**src/rtl/start_debounce_ctrl.sv**
```systemverilog
// start_debounce_ctrl: turns a raw, bouncy push-button into a single-cycle
// 'go' start request. It waits for the downstream 'done' level, with a
// timeout, and re-arms only after a debounced release.
//
// state     | meaning
// ----------+-------------------------------------------------------------
// IDLE      | armed, waiting for the synchronised button to go high
// DEB_PRESS | button high, counting stable samples before accepting press
// FIRE      | one-cycle go pulse, press counted
// WAIT_DONE | waiting for 'done' from downstream, bounded by timeout
// WAIT_REL  | waiting for a debounced release before re-arming
module start_debounce_ctrl #(
   parameter int DEBOUNCE_CYCLES = 8,
   parameter int TIMEOUT_CYCLES  = 32,
   parameter int CNT_W           = 8
) (
   input  logic       clk,
   input  logic       rst_n,
   input  logic       btn_raw,
   input  logic       done,
   output logic       go,
   output logic       busy,
   output logic       timeout_err,
   output logic [7:0] press_count
);

   typedef enum logic [2:0] {
      IDLE      = 3'd0,
      DEB_PRESS = 3'd1,
      FIRE      = 3'd2,
      WAIT_DONE = 3'd3,
      WAIT_REL  = 3'd4
   } state_t;

   localparam logic [CNT_W-1:0] DEB_LAST = CNT_W'(DEBOUNCE_CYCLES - 1);
   localparam logic [CNT_W-1:0] TO_LAST  = CNT_W'(TIMEOUT_CYCLES - 1);
   localparam logic [CNT_W-1:0] CNT_ONE  = CNT_W'(1);

   state_t           state, state_nxt;
   logic [CNT_W-1:0] cnt, cnt_nxt;
   logic             s1, btn_s;
   logic             to_set;
   logic             press_inc;

   // Two-flop synchroniser for the asynchronous button level.
   always_ff @(posedge clk or negedge rst_n) begin
      if (!rst_n) begin
         s1    <= 1'b0;
         btn_s <= 1'b0;
      end else begin
         s1    <= btn_raw;
         btn_s <= s1;
      end
   end

   // State, shared counter, sticky timeout flag and press counter.
   always_ff @(posedge clk or negedge rst_n) begin
      if (!rst_n) begin
         state       <= IDLE;
         cnt         <= '0;
         timeout_err <= 1'b0;
         press_count <= 8'd0;
      end else begin
         state <= state_nxt;
         cnt   <= cnt_nxt;
         if (to_set)
            timeout_err <= 1'b1;
         if (press_inc)
            press_count <= press_count + 8'd1;
      end
   end

   // Next-state and counter decisions; 'done' only matters in WAIT_DONE.
   always_comb begin
      state_nxt = state;
      cnt_nxt   = cnt;
      to_set    = 1'b0;
      press_inc = 1'b0;
      case (state)
         IDLE: begin
            if (btn_s) begin
               state_nxt = DEB_PRESS;
               cnt_nxt   = CNT_ONE;
            end
         end
         DEB_PRESS: begin
            if (!btn_s) begin
               state_nxt = IDLE;
               cnt_nxt   = '0;
            end else if (cnt == DEB_LAST) begin
               state_nxt = FIRE;
            end else begin
               cnt_nxt = cnt + CNT_ONE;
            end
         end
         FIRE: begin
            press_inc = 1'b1;
            cnt_nxt   = '0;
            state_nxt = WAIT_DONE;
         end
         WAIT_DONE: begin
            // done has priority over the timeout limit in the same cycle
            if (done) begin
               state_nxt = WAIT_REL;
               cnt_nxt   = '0;
            end else if (cnt == TO_LAST) begin
               to_set    = 1'b1;
               state_nxt = WAIT_REL;
               cnt_nxt   = '0;
            end else begin
               cnt_nxt = cnt + CNT_ONE;
            end
         end
         WAIT_REL: begin
            if (btn_s) begin
               cnt_nxt = '0;
            end else if (cnt == DEB_LAST) begin
               state_nxt = IDLE;
               cnt_nxt   = '0;
            end else begin
               cnt_nxt = cnt + CNT_ONE;
            end
         end
         default: begin
            state_nxt = IDLE;
            cnt_nxt   = '0;
         end
      endcase
   end

   // Outputs decoded from the state register only.
   always_comb begin
      go   = (state == FIRE);
      busy = (state != IDLE);
   end

endmodule

```
**config.mk**
```make
export PLATFORM = sky130hd
export DESIGN_NAME = start_debounce_ctrl
export DESIGN_NICKNAME = d
export VERILOG_FILES = /design/src/rtl/start_debounce_ctrl.sv
export SDC_FILE = /design/constraint.sdc
export NUM_CORES = 1
export LEC_CHECK = 0
export BUFFER_PORTS_ARGS = -buffer_cell sky130_fd_sc_hd__buf_4
export CORE_ASPECT_RATIO = 0.8
export CORE_MARGIN = 5
export CORE_UTILIZATION = 37
export DETAILED_ROUTE_END_ITERATION = 10
export HOLD_SLACK_MARGIN = 0.03
export SLEW_MARGIN = 20
export SYNTH_ARGS = -nofsm -noshare
export SYNTH_HDL_FRONTEND = slang
export SYNTH_SLANG_ARGS = --single-unit
```
**constraint.sdc**
```tcl
create_clock -name clk -period 1.7 [get_ports clk]
set_clock_uncertainty 0.15 [all_clocks]
set_input_delay 0.17 -clock clk [delete_from_list [all_inputs] [get_ports clk]]
set_output_delay 0.17 -clock clk [all_outputs]
set_load 0.1 [all_outputs]
```
==> reports/metrics.cfg, run 1 <==
[outcome]
status = finished with violations
violations = negative setup slack

[floorplanning]
die_area_mm2 = 0.004509
die_h_um = 61.07
start_util = 0.3881
die_w_um = 73.84
ios = 15
std_cell_rows = 18
core-area_mm2 = 0.003108

[logic_synthesis]
netlist_instances = 113
syn-mean-instance-area_um2 = 10.67
yosysSeqAreaShare = 0.4564
netlist_area_mm2 = 0.001206
synth.distinct_cells = 43
ys_ff_latch = 22
yosys_warnings = 0
synth_nets = 119

[power_and_ir_drop]
power_density_mw_per_mm2 = 712.2
clock_power_share = 0.283
p_seq_frac = 0.442
leakagePower_nw = 0.8058
switching_power_mw = 0.3837
internal-power_mw = 0.9244
comb_power_share = 0.275
swShare = 0.2933
vdd_drop_max_mv = 0.4916

[cells_and_area]
antennaDiodeCount = 0
finish.utilization = 0.5910
area_growth_pct = 52.28
drive_above_1_share = 0.4780
stdcell_count = 199
nets = 166

[sta]
finalHoldViolCount = 0
worst_pin_slew_ps = 290.1
fmax_mhz = 583.0
worst_slack_ps = -15.39
relSlewSlack = 0.8066
fin_crit_ps = 1715
setup_viol_count_final = 1
finalMaxSlewViolations = 0
final.period_utilization = 1.009
rsz0062_at_grt = yes

[drt]
drc = 0
routedWlPerCell_um = 14.69
drt_iter0_drc = 67
ant_nets = 0
dr_total_vias = 1055
viasPerCell = 5.302
dr.pass1.iters = 4
routed_wl_um = 2924

[placed_design]
routabilityCongestion = 0.7764
numPortBuffers = 14
place_hpwl_um = 1934
dp.cells = 179

[hold_path]
hold_path_class = input pin to async pin

[global_route]
grt_overflow = 0
grt.total_usage = 0.1331
grt_pass1_vias = 957
antenna_found_initial = 0
grt_pass1_wl_um = 4609
grt_max_degree = 23

[setup_path]
r2r_slack_ps = 0
cp.required_ps = 1380
r2r_start = state[0]
worstPathMaxFanout = 5
start_kind = register
reg2reg_depth = 5
setup.worst_path.end_class = output port
r2r-end = cnt[3]
path_class = register to output port
worst-endpoint-arrival_ps = 1400

[clocking]
cts_buffer_depth = 2
cts_sinks = 22
cts_buffers = 3
ctsRootBufferMaster = clkbuf_8
insertion_delay_ps = 260
htreeDepth = 1
clk_pin_slew_ps = 80
cts_tree = built

[run]
drv_cap = 0

-- flip-flops by register name, indices dropped and copies added (netlist names) --
name / cells
btn_s: 1
cnt: 8
press_count: 8
s1: 1
state: 3
timeout_err: 1
-- layout make-up --
class / instances / area [um2]
Sequential cell: 22 / 554.3
Clock buffer: 4 / 55.05
Fill cell: 246 / 1271
Timing Repair Buffer: 44 / 394.1
Multi-Input combinational cell: 89 / 783.3
Tap cell: 40 / 50.05
-- worst max-delay path: stages (launching register included) --
cell and delay (ps):
dfrtp_2 450, buf_6 120, or3_4 380, buf_12 180
-- Yosys cell counts --
library cell | count | area (um2)
a2bb2oi_1 | 1 | 8.760
and2_1 | 1 | 6.260
o21ai_0 | 4 | 20.02
o21bai_1 | 1 | 7.510
and4bb_2 | 2 | 25.02
a21oi_1 | 1 | 5.000
o21a_1 | 1 | 7.510
nand3_2 | 2 | 20.02
xnor2_1 | 4 | 35.03
o21ai_1 | 4 | 20.02
nor3_1 | 1 | 5.000
or2_2 | 2 | 12.51
dfrtp_1 | 22 | 550.5
o211ai_2 | 1 | 12.51
nand2b_1 | 1 | 6.260
nand3_1 | 3 | 15.01
a32oi_1 | 2 | 17.52
mux2_2 | 1 | 11.26
nand4b_1 | 2 | 17.52
nor4_1 | 1 | 6.260
nor3b_4 | 1 | 18.77
nor2_1 | 7 | 26.28
and2b_1 | 1 | 7.510
or3_1 | 2 | 12.51
nand4_1 | 2 | 12.51
or4b_4 | 1 | 13.76
xor2_1 | 3 | 26.28
mux2i_1 | 2 | 20.02
nand4_2 | 3 | 37.54
nand3b_1 | 1 | 7.510
nand4bb_1 | 1 | 11.26
and3_1 | 1 | 6.260
nand2_1 | 17 | 63.81
a31oi_1 | 3 | 18.77
a31o_2 | 1 | 8.760
a21boi_0 | 1 | 7.510
ha_1 | 2 | 25.02
o22ai_1 | 1 | 6.260
buf_6 | 1 | 11.26
buf_2 | 1 | 5.000
nor3_4 | 1 | 16.27
nand4bb_2 | 1 | 16.27
and4_1 | 2 | 17.52
-- layout by cell type (no fill, tap or decap), types with 2 or more instances in the layout --
cell type      Yosys  layout
buf_4              0      31
dfrtp_1           22      19
nand2_1           17      17
buf_6              1       9
nor2_1             7       7
xnor2_1            4       4
clkbuf_8           0       4
nand3_1            3       3
o21ai_1            4       3
o21ai_0            4       3
xor2_1             3       3
dfrtp_2            0       3
nand4bb_4          0       2
nand3_4            0       2
nand4_4            0       2
nand4_1            2       2
a32oi_1            2       2
or2_2              2       2
nand4b_1           2       2
a31oi_1            3       2
mux2i_1            2       2
o21ai_2            0       2
dlygate4sd3_1      0       2
buf_12             0       2
-- power groups by stage --
| stage | sequential [mW] | combinational [mW] | clock (mW) |
|---|---|---|---|
| 6_report | 0.579 | 0.359 | 0.370 |
| 5_1_grt | 0.582 | 0.385 | 0.413 |
| 4_1_cts | 0.570 | 0.297 | 0.382 |
| 3_5_place_dp | 0.579 | 0.243 | 0 |
| 3_3_place_gp | 0.577 | 0.239 | 0 |
| 2_1_floorplan | 0.604 | 0.132 | 0 |
-- kinds of logic after synthesis --
family	after synthesis	share of synthesized area
and+or+nand+nor	56	0.3164
buffers and inverters	2	0.01348
AOI/OAI and AO/OA	21	0.1162
DFF	22	0.4564
muxes	3	0.02593
xor gates and xnor gates	7	0.05083
adders and majority gates	2	0.02074
-- through the flow --
step,worst slack (ps),hold slack [ps],power (mW),instance area (um2),setup TNS [ps]
3_5_place_dp,-65.07,-70.98,0.8215,1451,-116.1
4_1_cts,-17.29,182.8,1.249,1655,-34.26
5_1_grt,-57.44,206.5,1.380,1837,-335.0
6_report,-15.39,181.7,1.308,1837,-15.39
2_1_floorplan,-680.5,-275.6,0.7365,1207,-3980
3_3_place_gp,17.62,-71.09,0.8156,1451,0
-- layer usage --
| layer | vias to the layer above | wire [um] | global-route usage |
|---|---|---|---|
| met2 | 18 | 1426 | 0.2109 |
| li1 | 517 | - | - |
| met1 | 518 | 1390 | 0.1845 |
| met3 | 2 | 88 | 0.03915 |
| met5 | - | 0 | 0 |
| met4 | 0 | 18 | 0.02326 |
-- how the worst max path moves through the flow --
stage / startpoint / end / slack, ps / depth (start not counted)
floorplan: state[0] / press_count[7] / -680 / 5
global placement: cnt[0] / cnt[2] / 20 / 5
detailed placement: cnt[0] / cnt[0] / -70 / 6
CTS: state[2] / go / -20 / 3
global route: state[0] / cnt[0] / -60 / 4
finish: state[0] / busy / -20 / 3
-- timing repair --
action / in CTS / in global routing
hold buffers: 2 / 0
pin swaps: 4 / 13
endpoints found under the setup margin: 8 / 16
buffers inserted: 4 / 10
hold endpoints to repair: 23 / 0
gates resized for setup: 19 / 22
(Power assumes the default switching activity.)
==> run 2, diff against run 1 <==
--- a/config.mk
+++ b/config.mk
@@ -11,6 +11,7 @@
 export CORE_UTILIZATION = 37
 export DETAILED_ROUTE_END_ITERATION = 10
 export HOLD_SLACK_MARGIN = 0.03
+export SKIP_CTS_REPAIR_TIMING = 1
 export SLEW_MARGIN = 20
 export SYNTH_ARGS = -nofsm -noshare
 export SYNTH_HDL_FRONTEND = slang
==> reports/metrics.cfg, run 2 (synthesized netlist as in run 1, its figures left out) <==
[setup_path]
path_class = register to register
critPathBufInv = 1
crit_slowest_cell = or4b_4
worst-endpoint-arrival_ps = 1780
r2r-end = cnt[0]
worstPathMaxFanout = 7
start_kind = register
r2r_start = state[2]
cpPeakStageDelay_ps = 500
setup.worst_path.end_class = register
r2r_slack_ps = -40
path_cells = buf_6 > or4b_4 > nand3_4 > nand4b_1 > a31oi_1
crit_family = simple AND/OR/NAND/NOR gates
cp.required_ps = 1730
reg2reg_depth = 5

[clocking]
cts_sinks = 22
cts_buffers = 3
ctsRootBufferMaster = clkbuf_8
cts_tree = built
cts_buffer_depth = 2
htreeDepth = 1
insertion_delay_ps = 260
clk_pin_slew_ps = 80

[placed_design]
routabilityCongestion = 0.7764
place_hpwl_um = 1934
dpl_cell_area_mm2 = 0.001451
numPortBuffers = 14

[cells_and_area]
area_growth_pct = 45.54
antennaDiodeCount = 0
final_area_mm2 = 0.001755
layout_commonest_cell = buf_4
multiInputGateArea_um2 = 737.0
fill_cells = 250
reg_top3 = cnt (8), press_count (8), state (3)
seq_area_um2 = 553.0
drive_above_1_share = 0.4323
final_cell_mix = 28 x buf_4, 20 x dfrtp_1, 17 x nand2_1
nets = 162

[sta]
fin_crit_ps = 1744
rsz0062_at_grt = yes
finalHoldViolCount = 0
setup_viol_count_final = 6
worst_pin_slew_ps = 288.7
fmax_mhz = 573.2
final.period_utilization = 1.026
finalMaxSlewViolations = 0
worst_slack_ps = -44.50
relSlewSlack = 0.8076

[drt]
routed_wl_um = 2890
viasPerCell = 5.205
ant_nets = 0
routedWlPerCell_um = 14.82
dr.pass1.iters = 4
drc = 0
drt_iter0_drc = 52
dr_total_vias = 1015

[floorplanning]
std_cell_rows = 18
start_util = 0.3881
ios = 15
die_h_um = 61.07
core-area_mm2 = 0.003108
die_w_um = 73.84
die_area_mm2 = 0.004509

[hold_path]
hold_path_class = input pin to async pin

[outcome]
violations = negative setup slack
status = finished with violations

[global_route]
grt_max_degree = 23
grt.total_usage = 0.1205
antenna_found_initial = 0
grt_pass1_vias = 877
grt_pass1_wl_um = 4174
grt_overflow = 0

[run]
drv_cap = 0

[power_and_ir_drop]
p_total_mw = 1.275
power_density_mw_per_mm2 = 726.1
vdd_drop_max_mv = 0.5069
leakagePower_nw = 0.7774

-- run 2: metal layers --
metal | routed length [um] | share of wire | global-route usage | vias to the layer above
met3 | 96 | 0.033 | 0.03915 | 2
met4 | 15 | 0.0052 | 0.01550 | 0
met2 | 1405 | 0.49 | 0.1780 | 18
met5 | 0 | 0 | 0 | -
met1 | 1373 | 0.48 | 0.1772 | 483
li1 | - | - | - | 512
-- run 2: stage by stage --
stage	instances	util	setup slack, ps	TNS (ps)	hold slack [ps]
floorplan	113	-	-680.5	-3980	-275.6
global placement	179	0.4670	17.62	0	-71.09
detailed placement	179	0.4670	-65.07	-116.1	-70.98
CTS	183	0.4847	-193.1	-536.3	-359.3
global route	195	0.5648	-114.7	-731.5	207.3
finish	195	0.5648	-44.50	-144.8	180.4
-- run 2: report_power, final --
part	switching, mW	internal [mW]	leakage, nW
clock	0.166	0.206	0.0288
sequential	0.0250	0.547	0.295
combinational	0.182	0.148	0.454
total	0.373	0.901	0.777
-- run 2: final cells by class --
type | count | share of cell area
multi-input cells | 89 | 0.4198
flip-flops and latches | 22 | 0.3150
repair buffers | 40 | 0.2053
clock buffers | 4 | 0.03136
well taps | 40 | 0.02851
-- run 2: worst max-delay path by stage --
| stage | to | slack [ps] | from | depth (start not counted) |
|---|---|---|---|---|
| after floorplan | press_count[7] | -680 | state[0] | 5 |
| after global placement | cnt[2] | 20 | cnt[0] | 5 |
| after detailed placement | cnt[0] | -70 | cnt[0] | 6 |
| after CTS | busy | -190 | state[1] | 3 |
| after global routing | cnt[6] | -110 | state[2] | 5 |
| final | cnt[0] | -40 | state[2] | 5 |
==> run 3, diff against run 2 <==
--- a/config.mk
+++ b/config.mk
@@ -6,11 +6,15 @@
 export NUM_CORES = 1
 export LEC_CHECK = 0
 export BUFFER_PORTS_ARGS = -buffer_cell sky130_fd_sc_hd__buf_4
+export CELL_PAD_IN_SITES_DETAIL_PLACEMENT = 0
+export CELL_PAD_IN_SITES_GLOBAL_PLACEMENT = 1
 export CORE_ASPECT_RATIO = 0.8
 export CORE_MARGIN = 5
 export CORE_UTILIZATION = 37
 export DETAILED_ROUTE_END_ITERATION = 10
 export HOLD_SLACK_MARGIN = 0.03
+export PLACE_DENSITY_LB_ADDON = 0.1
+export SETUP_SLACK_MARGIN = 0.4
 export SKIP_CTS_REPAIR_TIMING = 1
 export SLEW_MARGIN = 20
 export SYNTH_ARGS = -nofsm -noshare
==> reports/metrics.cfg, run 3 (synthesized netlist as in run 1, its figures left out) <==
[drt]
drt_iter0_drc = 48
drc = 0
dr.pass1.iters = 5
dr_total_vias = 1043
viasPerCell = 5.376
ant_nets = 0
routedWlPerCell_um = 16.33
routed_wl_um = 3168

[sta]
relSlewSlack = 0.6699
rsz0062_at_grt = yes
fmax_mhz = 552.4
worst_slack_ps = -110.1
setup_viol_count_final = 9
worst_pin_slew_ps = 492.8
finalMaxSlewViolations = 0
finalHoldViolCount = 0
final.period_utilization = 1.065
fin_crit_ps = 1810

[setup_path]
worstPathMaxFanout = 5
r2r_slack_ps = -110
crit_slowest_cell = dfrtp_1
setup.worst_path.end_class = register
start_kind = register
path_class = register to register
cp.required_ps = 1740
cpPeakStageDelay_ps = 430
path_cells = buf_4 > and4bb_2 > a31oi_1 > nand4_4 > o211ai_2
reg2reg_depth = 5
worst-endpoint-arrival_ps = 1850

[floorplanning]
std_cell_rows = 18
ios = 15
start_util = 0.3881
die_w_um = 73.84
core-area_mm2 = 0.003108
die_area_mm2 = 0.004509
die_h_um = 61.07

[power_and_ir_drop]
vdd_drop_max_mv = 0.5286
power_density_mw_per_mm2 = 685.0
leakagePower_nw = 0.8211

[clocking]
htreeDepth = 1
cts_sinks = 22
cts_tree = built
clk_pin_slew_ps = 80
insertion_delay_ps = 260
cts_buffers = 3
ctsRootBufferMaster = clkbuf_8
cts_buffer_depth = 2

[cells_and_area]
seq_area_um2 = 558.0
layout_commonest_cell = buf_4
drive_above_1_share = 0.5195
antennaDiodeCount = 0
fill_cells = 274
area_growth_pct = 53.94
final_cell_mix = 19 x buf_4, 16 x dfrtp_1, 15 x nand2_1
final_area_mm2 = 0.001857
reg_top3 = cnt (8), press_count (8), state (3)
nets = 161
multiInputGateArea_um2 = 783.3

[placed_design]
numPortBuffers = 14
pre_cts_slack_ps = -40.86
dpl_cell_area_mm2 = 0.001521
routabilityCongestion = 0.7868
place_hpwl_um = 2180

[global_route]
grt_pass1_wl_um = 4878
grt_overflow = 0
antenna_found_initial = 0
grt_max_degree = 23
grt.total_usage = 0.1428
grt_pass1_vias = 979

[run]
drv_cap = 0

[hold_path]
hold_path_class = input pin to async pin

[outcome]
violations = negative setup slack
status = finished with violations

run 3: power by group:
part | internal [mW] | switching (mW) | leakage, nW | total, mW
Combinational | 0.140 | 0.184 | 0.505 | 0.325
Clock | 0.206 | 0.169 | 0.0288 | 0.375
Sequential | 0.547 | 0.0253 | 0.288 | 0.572
Total | 0.893 | 0.379 | 0.821 | 1.27
run 3: layout make-up:
cell class                 instances  share of cell area
clock buffer                       4             0.02965
timing repair buffer              39              0.2210
sequential                        22              0.3005
tap                               40             0.02695
multi-input combinational         89              0.4218
run 3: path summary, 6_finish.rpt:
check,start,to
hold / removal,rst_n,cnt[5]
setup / recovery,state[0],cnt[3]
hold reg to reg,s1,btn_s
setup reg to reg,state[0],cnt[3]
min in group clk,s1,btn_s
max in group asynchronous,rst_n,press_count[2]
run 3: critical path: cells and delay by family (launching register included):
kind	cells	cell delay (ps)
AO/OA/AOI/OAI	2	560
buffers and inverters	1	170
flip-flops	1	430
AND/OR/NAND/NOR	2	430
run 3: per-layer routing:
layer  up-vias  GRT usage  wire, um
met1       521     0.2230      1597
li1        505          -         -
met5         -          0         0
met4         0    0.02584        11
met2        15     0.2008      1465
met3         2    0.03426        93
run 3: stage by stage:
stage / hold slack, ps / setup TNS [ps] / power (mW) / cells / utilization
after global routing: 223.0 / -1256 / 1.329 / 194 / 0.5974
after global placement: -72.18 / 0 / 0.8374 / 181 / 0.4895
final: 182.1 / -533.9 / 1.272 / 194 / 0.5974
after detailed placement: -68.30 / -147.5 / 0.8406 / 181 / 0.4895
after CTS: -351.9 / -634.7 / 1.215 / 185 / 0.5072
after floorplan: -275.6 / -3980 / 0.7457 / 113 / -
